==> config.mk <==
export PLATFORM = sky130hd
export DESIGN_NAME = fifo_rd_packer
export DESIGN_NICKNAME = d
export VERILOG_FILES = /design/src/rtl/fifo_rd_packer.sv
export SDC_FILE = /design/constraint.sdc
export NUM_CORES = 1
export LEC_CHECK = 0
export CAP_MARGIN = 20
export CORE_MARGIN = 4
export CORE_UTILIZATION = 45
export CTS_BUF_LIST = sky130_fd_sc_hd__clkbuf_8
export CTS_CLUSTER_DIAMETER = 50
export DETAILED_ROUTE_END_ITERATION = 8
export MAX_ROUTING_LAYER = met4
export PLACE_DENSITY = 0.78
export SLEW_MARGIN = 20
export SYNTH_ARGS = -nofsm -noshare
export SYNTH_HDL_FRONTEND = slang
export SYNTH_SLANG_ARGS = --single-unit
==> constraint.sdc <==
create_clock -name clk_i -period 1.82 [get_ports clk_i]
set_input_delay 0.182 -clock clk_i [delete_from_list [all_inputs] [get_ports clk_i]]
set_output_delay 0.182 -clock clk_i [all_outputs]
set_load 0.05 [all_outputs]
==> src/rtl/fifo_rd_packer.sv <==
// rtl/fifo_rd_packer.sv - packs PACK FIFO read entries into one wide output word.
// Optional partial-word flush on idle timeout when PACKER_FLUSH_EN is defined.
module fifo_rd_packer #(
    parameter int IN_WIDTH  = 8,
    parameter int PACK      = 4,
    parameter int FLUSH_TMO = 16
) (
    input  logic                     clk_i,
    input  logic                     rst_n_i,
    input  logic                     fifo_empty_i,
    input  logic [IN_WIDTH-1:0]      fifo_rdata_i,
    input  logic                     fifo_rd_error_i,
    output logic                     fifo_rd_en_o,
    output logic                     m_valid_o,
    input  logic                     m_ready_i,
    output logic [IN_WIDTH*PACK-1:0] m_data_o,
    output logic [PACK-1:0]          m_keep_o,
    output logic [15:0]              word_cnt_o
);
    localparam int CNT_W = $clog2(PACK + 1);

    typedef enum logic {FILL, HOLD} state_t;

    state_t                     state_q, state_d;
    logic [CNT_W-1:0]           byte_cnt_q, byte_cnt_d;
    logic                       pend_q, pend_d;
    logic [IN_WIDTH*PACK-1:0]   lanes_q, lanes_d;
    logic [PACK-1:0]            keep_q, keep_d;
    logic [15:0]                word_cnt_q, word_cnt_d;
    logic [1:0]                 rst_sync_q, rst_sync_d;
    logic [CNT_W:0]             inflight;
    logic                       rd_en;
    logic                       capture;
`ifdef PACKER_FLUSH_EN
    logic [15:0]                idle_q, idle_d;
`else
    localparam int flush_tmo_unused = FLUSH_TMO;
`endif

    // Reads are held off until the synchronised reset release reaches stage 2.
    assign inflight     = {1'b0, byte_cnt_q} + {{CNT_W{1'b0}}, pend_q};
    assign rd_en        = rst_sync_q[1] && (state_q == FILL) && !fifo_empty_i
                          && (inflight < (CNT_W+1)'(PACK));
    assign capture      = pend_q && !fifo_rd_error_i;
    assign fifo_rd_en_o = rd_en;
    assign m_valid_o    = (state_q == HOLD);
    assign m_data_o     = lanes_q;
    assign m_keep_o     = keep_q;
    assign word_cnt_o   = word_cnt_q;

    always_comb begin
        state_d    = state_q;
        byte_cnt_d = byte_cnt_q;
        pend_d     = rd_en;
        lanes_d    = lanes_q;
        keep_d     = keep_q;
        word_cnt_d = word_cnt_q;
        rst_sync_d = {rst_sync_q[0], 1'b1};
`ifdef PACKER_FLUSH_EN
        idle_d     = idle_q;
`endif
        case (state_q)
            FILL: begin
                if (capture) begin
                    lanes_d[int'(byte_cnt_q)*IN_WIDTH +: IN_WIDTH] = fifo_rdata_i;
                    byte_cnt_d = byte_cnt_q + 1'b1;
                    if (byte_cnt_q == CNT_W'(PACK - 1)) begin
                        state_d = HOLD;
                        keep_d  = '1;
                    end
                end
`ifdef PACKER_FLUSH_EN
                if (capture) begin
                    idle_d = '0;
                end else if ((byte_cnt_q != '0) && !pend_q && !rd_en) begin
                    idle_d = idle_q + 16'd1;
                    // Flush at the edge where the counter would reach the timeout.
                    if (idle_q + 16'd1 == 16'(FLUSH_TMO)) begin
                        state_d = HOLD;
                        idle_d  = '0;
                        for (int i = 0; i < PACK; i++) begin
                            keep_d[i] = (int'(byte_cnt_q) > i);
                        end
                    end
                end
`endif
            end
            HOLD: begin
                if (m_ready_i) begin
                    state_d    = FILL;
                    byte_cnt_d = '0;
                    lanes_d    = '0;
                    keep_d     = '0;
                    word_cnt_d = word_cnt_q + 16'd1;
                end
            end
            default: state_d = FILL;
        endcase
    end

    always_ff @(posedge clk_i or negedge rst_n_i) begin
        if (!rst_n_i) begin
            state_q    <= FILL;
            byte_cnt_q <= '0;
            pend_q     <= 1'b0;
            lanes_q    <= '0;
            keep_q     <= '0;
            word_cnt_q <= '0;
            rst_sync_q <= '0;
`ifdef PACKER_FLUSH_EN
            idle_q     <= '0;
`endif
        end else begin
            state_q    <= state_d;
            byte_cnt_q <= byte_cnt_d;
            pend_q     <= pend_d;
            lanes_q    <= lanes_d;
            keep_q     <= keep_d;
            word_cnt_q <= word_cnt_d;
            rst_sync_q <= rst_sync_d;
`ifdef PACKER_FLUSH_EN
            idle_q     <= idle_d;
`endif
        end
    end
endmodule

==> impl_metrics.json, run 1 <==
{
  "layout.nets": 340,
  "synth_cell_types": 41,
  "final_cell_area_um2": 3560,
  "p_total_mw": 3.58,
  "fp.coreArea_um2": 5510,
  "path_clk_slew_ps": 100,
  "grt_use_total_pct": 18.2,
  "min_from": "rst_sync_q[0]",
  "grt_max_degree": 57,
  "rows": 27,
  "fin_ws_ps": 68.8,
  "ioPinCount": 67,
  "grt_setup_unrepaired": "false",
  "peakVddDrop_mv": 0.645,
  "drt_iter0_markers": 95,
  "tightest_slew_ps": 523,
  "dp_hpwl_um": 4340,
  "maxSlewViolCount": 0,
  "r2r_slack_ps": 70,
  "post-route-util_pct": 64.7,
  "regArea_um2": 1410,
  "layout_common_cells": "nand2_1, clkdlybuf4s50_1, dfrtp_1",
  "grt_pass1_wl_um": 10000,
  "critPathKind": "flop to flop",
  "cts_inserted_buffers": 5,
  "syn-num-nets": 261,
  "status": "finished, final reports clean",
  "setup-violations-final": 0,
  "critPathArrivalTime_ps": 1950,
  "layoutNonFillerInstCount": 393,
  "clock-root-buffer": "clkbuf_8",
  "synthArstFlopShare_pct": 100,
  "pre_cts_slack_ps": 24.6,
  "min_path_cells": 0,
  "powerDensity_nw_per_um2": 1010,
  "synthFlopType": "dfrtp_1",
  "drc_errors": 0,
  "finalCritPeriodShare_pct": 96.2,
  "fmax_ghz": 0.571,
  "place_congestion": 0.865,
  "reg2regPathDepth": 7,
  "holdWs_ps": 363,
  "syn-cell-area_um2": 2550,
  "dieHeight_um": 83.3,
  "drt_first_pass_iters": 5,
  "n_fill_cell": 435,
  "syn_inst": 241,
  "vias": 1993,
  "fin_crit_ps": 1750,
  "yosys_register_bits": 56,
  "cts.sinks": 56,
  "cts.path.max_buffers": 2,
  "slew_headroom_pct": 65.0,
  "dp.cells": 382,
  "place.port_buffers": 66,
  "place_area_um2": 3390,
  "p_leak_nw": 1.62,
  "cts_tree": "yes",
  "overflow": 0,
  "drt_wl_total_um": 5950,
  "diodes": 0,
  "synth-edff-count": 0,
  "avgViaCountPerCell": 5.07,
  "netlist.top_cell.by_area": "dfrtp_1",
  "fin_setup_tns_ps": 0,
  "syn_avg_cell_area_um2": 10.6,
  "initial_utilization_pct": 46.3,
  "die_w_um": 83.3,
  "antenna_found_initial": 0,
  "required_ps": 2020,
  "holdPathEnd": "rst_sync_q[1]",
  "drv_cap": 0,
  "syn_to_final_growth_pct": 39.9,
  "avgRoutedWirePerCell_um": 15.1,
  "htree_levels": 2,
  "grt_pass1_vias": 2007,
  "drive_gt1_share_pct": 16.5,
  "dieArea_um2": 6930,
  "hp-class": "flop to flop",
  "drtAntennaViolNets": 0,
  "multi_input_area_um2": 1110,
  "cp-start-kind": "flop",
  "synth_top_area_share_pct": 55.0,
  "synth_area_leaders": "dfrtp_1, nand2_1, o21ai_0",
  "worstSkewPairLatency_ps": 300,
  "hold_viol_final": 0,
  "yosysSeqAreaShare_pct": 55.0,
  "rr_endpoint": "m_data_o[30]",
  "worst_setup_path_end_kind": "flop",
  "synth-warning-count": 0,
  "fin_worst_skew_ps": 10.2,
  "path_max_fanout": 6,
  "layout_commonest_cell": "nand2_1",
  "r2r-start": "byte_cnt_q[0]"
}
[worst max-delay path by stage]
stage                   from       endpoint  slack (ps)  cells past startpoint
4_1_cts        byte_cnt_q[0]   m_data_o[22]           5                      7
3_3_place_gp   byte_cnt_q[0]   m_data_o[17]          80                      7
3_5_place_dp   byte_cnt_q[0]   m_data_o[12]          20                      7
6_report       byte_cnt_q[0]   m_data_o[30]          70                      7
2_1_floorplan  byte_cnt_q[0]   m_data_o[14]         -10                      8
5_1_grt        word_cnt_o[1]  word_cnt_o[1]           7                      1
[worst max-delay path, cell delays in order (launching register included)]
cell and delay (ps):
dfrtp_2 370, inv_1 70, ha_4 170, ha_4 280
and4bb_2 310, a21oi_2 90, buf_4 160, a32o_1 200
[flip-flops by register name, summed over array words and instances, names as in the netlist]
register	count
m_keep_o	1
word_cnt_o	16
byte_cnt_q	3
rst_sync_q	2
m_data_o	32
m_valid_o	1
pend_q	1
[what timing repair did]
action / in CTS / in global routing
pin swaps: 0 / 2
endpoints found under the hold margin: 56 / 0
gates cloned: 0 / 1
hold buffers: 1 / 0
setup buffers: 1 / 0
gates resized for setup: 1 / 13
setup endpoints to repair: 1 / 34
[logic make-up after synthesis]
family / after synthesis / share of synthesized area [%]
other: 1 / 0.147
AOI/OAI and AO/OA: 36 / 8.69
muxes: 3 / 1.23
xor gates and xnor gates: 15 / 5.45
buffers and inverters: 15 / 3.39
adders and majority gates: 7 / 3.44
DFF: 56 / 55.0
and+or+nand+nor: 108 / 22.7
[per-layer routing]
metal | track usage, % | vias to the layer above | part of all wire (%)
li1 | - | 964 | -
met1 | 21.9 | 982 | 41
met2 | 31.8 | 45 | 54
met3 | 3.57 | 2 | 4.4
met4 | 3.86 | 0 | 0.57
met5 | - | - | 0
[cell usage after synthesis, types with 2 or more instances]
master / n
and4_1: 4
nand3_1: 10
nor2b_1: 2
a32o_1: 3
nand2_1: 69
xor2_1: 3
buf_2: 3
and2b_2: 2
o22ai_1: 3
inv_1: 4
mux2i_1: 2
xnor2_1: 11
nor2_1: 3
dfrtp_1: 56
nand4_1: 3
ha_1: 7
nor3_4: 2
and3_1: 2
a21oi_2: 3
and2_1: 3
buf_4: 5
o21ai_0: 22
[report_power, final]
group,total [mW],internal [mW],switching [mW]
sequential,1.44,1.36,0.0765
clock,0.708,0.309,0.399
combinational,1.44,0.569,0.868
total,3.58,2.24,1.34
[layout make-up]
class,count,share of cell area (%)
multi-input cells,170,31.1
clock buffers,6,2.32
repair buffers,83,23.8
inverters,4,0.421
flip-flops and latches,56,39.4
clock inverters,2,0.421
well taps,72,2.53
(Power assumes the default switching activity.)
==> inputs of run 2 (changes only) <==
Settings changed: CELL_PAD_IN_SITES_DETAIL_PLACEMENT from default to 1, CELL_PAD_IN_SITES_GLOBAL_PLACEMENT from default to 1, CORE_UTILIZATION 45 to 35, PLACE_DENSITY 0.78 to 0.89, RECOVER_POWER from default to 50.
==> impl_metrics.json, run 2 (synthesis results as in run 1) <==
{
  "status": "finished, final reports clean",
  "rows": 30,
  "avgRoutedWirePerCell_um": 17.1,
  "fp.coreArea_um2": 6940,
  "path_clk_slew_ps": 90,
  "hold_viol_final": 0,
  "crit_chain": "clkdlybuf4s50_1",
  "cts.path.max_buffers": 2,
  "clkPwrFrac_pct": 24.1,
  "dieHeight_um": 93.3,
  "maxSlewViolCount": 0,
  "critPathMaxStageDelay_ps": 830,
  "cts_tree": "yes",
  "layout_common_cells": "nand2_1, clkdlybuf4s50_1, dfrtp_1",
  "grt_max_degree": 57,
  "dp_hpwl_um": 5370,
  "cts_inserted_buffers": 5,
  "place.port_buffers": 66,
  "switching_share_pct": 35.8,
  "critical_path_buf_inv_count": 1,
  "peakVddDrop_mv": 0.477,
  "path_max_fanout": 4,
  "p_sw_mw": 1.39,
  "htree_levels": 2,
  "cts.sinks": 56,
  "ioPinCount": 67,
  "comb_power_share_pct": 38.5,
  "fin_ws_ps": 58.7,
  "vias": 2055,
  "worstSkewPairLatency_ps": 310,
  "dieArea_um2": 8710,
  "n_fill_cell": 762,
  "drc_errors": 0,
  "layout_commonest_cell": "nand2_1",
  "crit_slowest_cell": "clkdlybuf4s50_1",
  "drt_first_pass_iters": 3,
  "p_leak_nw": 1.65,
  "largest_register_ffs": 32,
  "drtAntennaViolNets": 0,
  "grt_pass1_vias": 2239,
  "critPathKind": "flop to primary output",
  "drive_gt1_share_pct": 17.1,
  "avgViaCountPerCell": 4.93,
  "drt_iter0_markers": 87,
  "die_w_um": 93.3,
  "tightest_slew_ps": 747,
  "worst_setup_path_end_kind": "primary output",
  "diodes": 0,
  "fin_setup_tns_ps": 0,
  "finalCritPeriodShare_pct": 96.8,
  "overflow": 0,
  "clock-root-buffer": "clkbuf_8",
  "layout.nets": 341,
  "fin_worst_skew_ps": 7.29,
  "fin_crit_ps": 1760,
  "syn_to_final_growth_pct": 42.8,
  "drv_cap": 0,
  "grt_use_total_pct": 17.9,
  "required_ps": 1640,
  "critical_path.top_delay_family": "buffers and inverters",
  "slew_headroom_pct": 50.2,
  "p_seq_share_pct": 37.4,
  "drt_wl_total_um": 7130,
  "setup-violations-final": 0,
  "fmax_ghz": 0.568,
  "critPathArrivalTime_ps": 1580,
  "intPower_mw": 2.49,
  "grt_pass1_wl_um": 11700,
  "hp-class": "flop to flop",
  "pre_cts_slack_ps": -30.9,
  "place_congestion": 0.792,
  "grt_setup_unrepaired": "true",
  "cp-start-kind": "flop",
  "powerDensity_nw_per_um2": 1070,
  "initial_utilization_pct": 36.7,
  "antenna_found_initial": 0
}
-- run 2: power by group through the flow --
| stage | Sequential, mW | Combinational (mW) | Clock [mW] |
|---|---|---|---|
| after floorplan | 1.77 | 0.529 | 0 |
| after global placement | 1.47 | 1.28 | 0 |
| after detailed placement | 1.48 | 1.34 | 0 |
| after CTS | 1.45 | 1.42 | 0.952 |
| after global routing | 1.47 | 1.61 | 1.02 |
| final | 1.45 | 1.50 | 0.934 |
-- run 2: final timing paths --
kind	start	to	slack, ps	cells past startpoint
worst max-delay path	word_cnt_o[6]	word_cnt_o[6]	60	1
worst min-delay path	rst_sync_q[0]	rst_sync_q[1]	360	0
worst max register to register	byte_cnt_q[1]	m_data_o[30]	80	7
worst min register to register	rst_sync_q[0]	rst_sync_q[1]	360	0
max in group asynchronous	rst_n_i	byte_cnt_q[0]	690	3
min in group asynchronous	rst_n_i	word_cnt_o[6]	590	3
-- run 2: repair_timing --
| action | in CTS | in global routing |
|---|---|---|
| pin swaps | 1 | 5 |
| gates resized for setup | 9 | 10 |
| setup endpoints to repair | 25 | 28 |
| buffers inserted | 0 | 3 |
| hold buffers | 1 | 0 |
| endpoints found under the hold margin | 56 | 0 |
-- run 2: area by class of cell --
cell class | count | area [um2] | area share, %
Clock buffer | 5 | 68.8 | 1.89
Clock inverter | 2 | 60.1 | 1.65
Inverter | 4 | 15.0 | 0.413
Multi-Input combinational cell | 170 | 1120 | 30.8
Sequential cell | 56 | 1410 | 38.6
Tap cell | 96 | 120 | 3.30
Timing Repair Buffer | 84 | 850 | 23.3
-- run 2: worst reg2reg max path: cells and delay by family, from the launching register on --
kind | cells | cell delay (ps)
AOI/OAI and AO/OA | 2 | 300
adders and majority gates | 2 | 430
buffers and inverters | 2 | 220
DFF | 1 | 380
and+or+nand+nor | 1 | 310
-- run 2: routing by layer --
metal	global-route usage (%)	part of all wire, %
met1	21.2	41
met2	30.4	52
met3	3.94	5.3
met4	5.25	1.8
met5	-	0
-- run 2: stage by stage --
stage                     std cells  hold WS [ps]  instance area, um2  total power [mW]  utilization (%)
after floorplan                 241          -114                2560              2.29                -
after global placement          406           199                3420              2.75             49.3
after detailed placement        406           203                3420              2.82             49.3
after CTS                       414           360                3600              3.82             51.9
after global routing            417           364                3640              4.10             52.4
final                           417           357                3640              3.88             52.4
